[config.mk]
export PLATFORM = sky130hd
export DESIGN_NAME = sa_feeder
export DESIGN_NICKNAME = d
export VERILOG_FILES = /design/src/rtl/sa_feeder.sv
export SDC_FILE = /design/constraint.sdc
export NUM_CORES = 1
export LEC_CHECK = 0
export CAP_MARGIN = 30
export CORE_MARGIN = 2
export CORE_UTILIZATION = 35
export CTS_BUF_LIST = sky130_fd_sc_hd__clkbuf_4
export DETAILED_ROUTE_END_ITERATION = 10
export GPL_ROUTABILITY_DRIVEN = 0
export PLACE_DENSITY = 0.66
export RECOVER_POWER = 25
export SYNTH_ARGS = -nofsm -noshare
export SYNTH_HDL_FRONTEND = slang
export SYNTH_SLANG_ARGS = --single-unit
[constraint.sdc]
create_clock -name CLK -period 1.1 [get_ports CLK]
set_input_delay 0.165 -clock CLK [delete_from_list [all_inputs] [get_ports CLK]]
set_output_delay 0.165 -clock CLK [all_outputs]
set_load 0.05 [all_outputs]
[src/rtl/sa_feeder.sv]
// rtl/sa_feeder.sv - skewed operand feeder for the float16 systolic array
// Captures one k-step per beat and staggers lane i by i cycles into DVI/DI.
module sa_feeder #(
    parameter int DIMENSION = 4,
    parameter bit SERIALIZE = 1'b0
) (
    input  logic                                 CLK,
    input  logic                                 RSTn,
    input  logic                                 S_VALID,
    output logic                                 S_READY,
    input  logic                                 S_LAST,
    input  logic [DIMENSION-1:0][15:0]           S_A,
    input  logic [DIMENSION-1:0][15:0]           S_B,
    output logic [DIMENSION-1:0]                 DVI,
    output logic [1:0][DIMENSION-1:0][15:0]      DI,
    output logic                                 TILE_DONE,
    output logic                                 BUSY,
    output logic                                 ERR,
    input  logic                                 ERR_CLR
);

    localparam int CW = (DIMENSION > 1) ? $clog2(DIMENSION) : 1;

    typedef enum logic [1:0] {IDLE, STREAM, FLUSH} state_t;

    state_t               state_q, state_d;
    logic                 ready_q, ready_d;
    logic [CW-1:0]        cnt_q, cnt_d;
    logic                 err_q, err_d;
    logic [DIMENSION-1:0] v_q, v_d;
    logic [DIMENSION-1:0] l_q, l_d;

    logic accept;
    logic at_end;
    logic tile_end;
    logic tile_done;

    assign accept    = S_VALID && ready_q;
    assign at_end    = (cnt_q == CW'(DIMENSION - 1));
    assign tile_end  = accept && (S_LAST || at_end);
    assign tile_done = v_q[DIMENSION-1] && l_q[DIMENSION-1];

    always_comb begin
        v_d    = '0;
        l_d    = '0;
        v_d[0] = accept;
        l_d[0] = tile_end;
        for (int s = 1; s < DIMENSION; s++) begin
            v_d[s] = v_q[s-1];
            l_d[s] = l_q[s-1];
        end

        cnt_d = cnt_q;
        if (accept) begin
            cnt_d = tile_end ? '0 : cnt_q + CW'(1);
        end

        // A clear wins over a framing error seen in the same cycle.
        err_d = ERR_CLR ? 1'b0 : (err_q | (accept && (S_LAST != at_end)));

        state_d = state_q;
        case (state_q)
            IDLE, STREAM: begin
                if (accept) begin
                    if (tile_end) state_d = SERIALIZE ? FLUSH : IDLE;
                    else          state_d = STREAM;
                end
            end
            FLUSH: begin
                if (tile_done) state_d = IDLE;
            end
            default: state_d = IDLE;
        endcase
        ready_d = (state_d != FLUSH);
    end

    always_ff @(posedge CLK or negedge RSTn) begin
        if (!RSTn) begin
            state_q <= IDLE;
            ready_q <= 1'b1;
            cnt_q   <= '0;
            err_q   <= 1'b0;
            v_q     <= '0;
            l_q     <= '0;
        end else begin
            state_q <= state_d;
            ready_q <= ready_d;
            cnt_q   <= cnt_d;
            err_q   <= err_d;
            v_q     <= v_d;
            l_q     <= l_d;
        end
    end

    // Each lane keeps only the i+1 data stages it actually needs.
    for (genvar i = 0; i < DIMENSION; i++) begin : g_lane
        logic [i:0][15:0] a_q, a_d, b_q, b_d;

        always_comb begin
            a_d    = '0;
            b_d    = '0;
            a_d[0] = accept ? S_A[i] : 16'h0000;
            b_d[0] = accept ? S_B[i] : 16'h0000;
            for (int s = 1; s <= i; s++) begin
                a_d[s] = a_q[s-1];
                b_d[s] = b_q[s-1];
            end
        end

        always_ff @(posedge CLK or negedge RSTn) begin
            if (!RSTn) begin
                a_q <= '0;
                b_q <= '0;
            end else begin
                a_q <= a_d;
                b_q <= b_d;
            end
        end

        assign DI[0][i] = a_q[i];
        assign DI[1][i] = b_q[i];
    end

    assign DVI       = v_q;
    assign S_READY   = ready_q;
    assign TILE_DONE = tile_done;
    assign BUSY      = (cnt_q != '0) || (|v_q) || (state_q == FLUSH);
    assign ERR       = err_q;

endmodule

==> metrics.txt <==
status=finished, violations left; failing checks=setup timing; Vias per Instance=approximately 4.4; I/O Buffers=268; Post-Route WL=24600 um; deepest clock path buffer count=3; CORE AREA=0.0268 sq mm; power per cell area=1610 mW/mm^2; most frequent cells in the layout=329 x dfrtp_1, 153 x buf_12, 130 x clkdlybuf4s50_1; Hold Vio Cnt, Final=0; RSZ-0062 raised after global routing=yes; IO Pins=269; mux contribution to synthesized area=0%; simple-gate share of the synthesized area=9.28%; Chip Height=169 um; Clk Latency, worst-skew pair=around 690 ps; post-route ant nets=0; Final setup viols=300; Worst EP arrival=about 1800 ps; Placed Area=0.0142 sq mm; Slew Limit Fails=0; layout cell share with drive strength beyond 1=38.8%; adder-cell area share of the yosys netlist=0.396%; clk root buf=clkbuf_4; Final Total Pwr=27.0 mW; global route overflow=0; Worst slew margin=47.1%; largest net degree at the start of global routing=63; VDD IR max=0.802 mV; Die Area=0.0284 sq mm; Compound-Gate Fraction of Synth Area=less than 1%; Starting Density=35.4%; CTS buffer count=82; CP max stage delay=400 ps; Synth cell types=22; Fill cells=1861; Lkg Pwr=8.14 nW; # rows=60; Post-Synth XOR/XNOR Area=0%; synthesized net count=651; Post-Synthesis Cells=515; Mean Syn Cell Area=18.4 sq um; Crit path required time=940 ps; Slowest cell on crit path=dfrtp_1; Hold WS=64.5 ps; Yosys warnings=0; Non-Filler Instances=1372; top cells by area, synth=dfrtp_1 88%, and3_1 8.5%, buf_2 0.74%, buf_4 0.63%, ha_1 0.40%; Nets=1108; Final Cycle Share=176%; Worst Tran Pin Value=794 ps; Setup CP Type=flop to output pin; Layout area overhead=76.8%; Die X=169 um; Seq/Total Area, Yosys=88.2%; drt wl/cell=17.9 um; top cell type by total area after synthesis=dfrtp_1; Tot GR Track Use=18.0%; Max Cap Violations=0; DR vias=5984; Hold Path Class=input port to flop; htree depth=3; Tmin final=1930 ps; Setup crit end kind=output pin; CP Cell Sequence=inv_2 -> ha_4 -> nor3b_4 -> nand3_4 -> buf_12; CTS sink cnt=334; fmax=around 520 MHz; CP Launch Type=flop; pre-CTS setup slack=-180 ps; clk_skew=36.0 ps; Post-Layout Inst Area=roughly 0.017 sq mm; number of DRC markers in iteration 0=218; initial antenna violation count=1; Detailed Place HPWL=14000 um; Mapped Area=0.00948 sq mm; Yosys top cell area share=between 80 and 90%; vias in the first global route=slightly below 7000; PnR worst setup slack=-833 ps; placed insts=1127; Pre-Repair DR Iteration Count=4; CTS tree=yes; TNS Setup=-67900 ps; most common cell after layout, fill and taps aside=dfrtp_1; worst-path maximum fanout=2; largest family of logic cells by synthesized area=simple AND/OR/NAND/NOR gates; Synth Register Bits=between 300 and 400; first-pass GRT wire length=38400 um; Finished Core Util=62.5%; clk slew on worst S/H paths=~70 ps; DR DRC count=0
==> per-layer routing <==
layer,vias up,wire [um],track usage (%)
li1,2681,-,-
met5,-,0,0
met2,235,13000,31.0
met4,0,706,7.95
met1,3012,9250,20.8
met3,56,1640,5.66
==> area by class of cell <==
type	count	area (sq um)	area share (%)
Antenna cell	1	2.50	0.0149
Clock buffer	117	878	5.24
Clock inverter	25	163	0.971
Inverter	4	15.0	0.0896
Multi-Input combinational cell	149	1220	7.30
Sequential cell	334	8370	50.0
Tap cell	341	427	2.55
Timing Repair Buffer	401	5680	33.9
==> cell families (layout without fill, tap and decap cells) <==
group | after synthesis | after routing
AO/OA/AOI/OAI | 5 | 5
adder cells (fa/ha/maj) | 3 | 3
buffers and inverters | 32 | 547
flip-flops | 334 | 334
other | 0 | 1
AND/OR/NAND/NOR | 141 | 141
==> report_power, final <==
part | internal (mW) | switching [mW]
clock | 5.38 | 4.71
sequential | 12.9 | 0.322
combinational | 1.99 | 1.69
total | 20.3 | 6.72
==> Yosys cell counts <==
library cell and n:
dfrtp_1 333, nand4_1 1, and2b_1 1, a21oi_1 1
and3_1 128, a21bo_2 1, a31oi_1 1, o21ai_0 2
dfstp_2 1, nor3b_1 1, nand2b_1 1, buf_4 8
ha_1 3, nand3_1 2, buf_2 14, nor2_1 3
or2_2 1, nand4b_1 1, inv_1 4, and2_4 1
and2_1 1, clkbuf_1 6
==> flip-flops by register name, summed over array words and instances (netlist names) <==
name	flops
DI	96
DVI	4
ERR	1
S_READY	1
cnt_q	2
g_lane.a_d	96
g_lane.a_q	16
g_lane.b_d	96
g_lane.b_q	16
l_q	4
state_q	2
==> worst max-delay path: cells and delay by family, from the launching register on <==
family / cells / cell delay, ps
flops: 1 / 400
fa+ha+maj: 1 / 130
buf+inv: 2 / 260
simple gates: 2 / 320
==> what timing repair did <==
action                                  in CTS  in global routing
endpoints found under the setup margin     265                440
setup buffers                               34                 11
endpoints found under the hold margin      392                 12
pin swaps                                    6                 34
hold buffers                                56                  1
gates cloned                                17                  1
gates resized for setup                     67                 52
==> path summary, 6_finish.rpt <==
check                                             from                           to  slack (ps)  cells after the start
setup reg to reg                  cnt_q[1]$_DFFE_PN0N_         cnt_q[1]$_DFFE_PN0N_        -830                     13
setup / recovery                  cnt_q[1]$_DFFE_PN0N_                         BUSY        -830                      5
hold reg to reg            g_lane[3].b_d[30]$_DFF_PN0_  g_lane[3].b_d[46]$_DFF_PN0_         320                      0
hold / removal                                 S_A[11]  g_lane[0].a_q[11]$_DFF_PN0_          60                      2
min in group asynchronous                         RSTn  g_lane[2].b_d[19]$_DFF_PN0_         480                      3
max in group asynchronous                         RSTn  g_lane[2].b_d[23]$_DFF_PN0_        -160                      3
No activity file was read; power rests on OpenSTA's default activity.
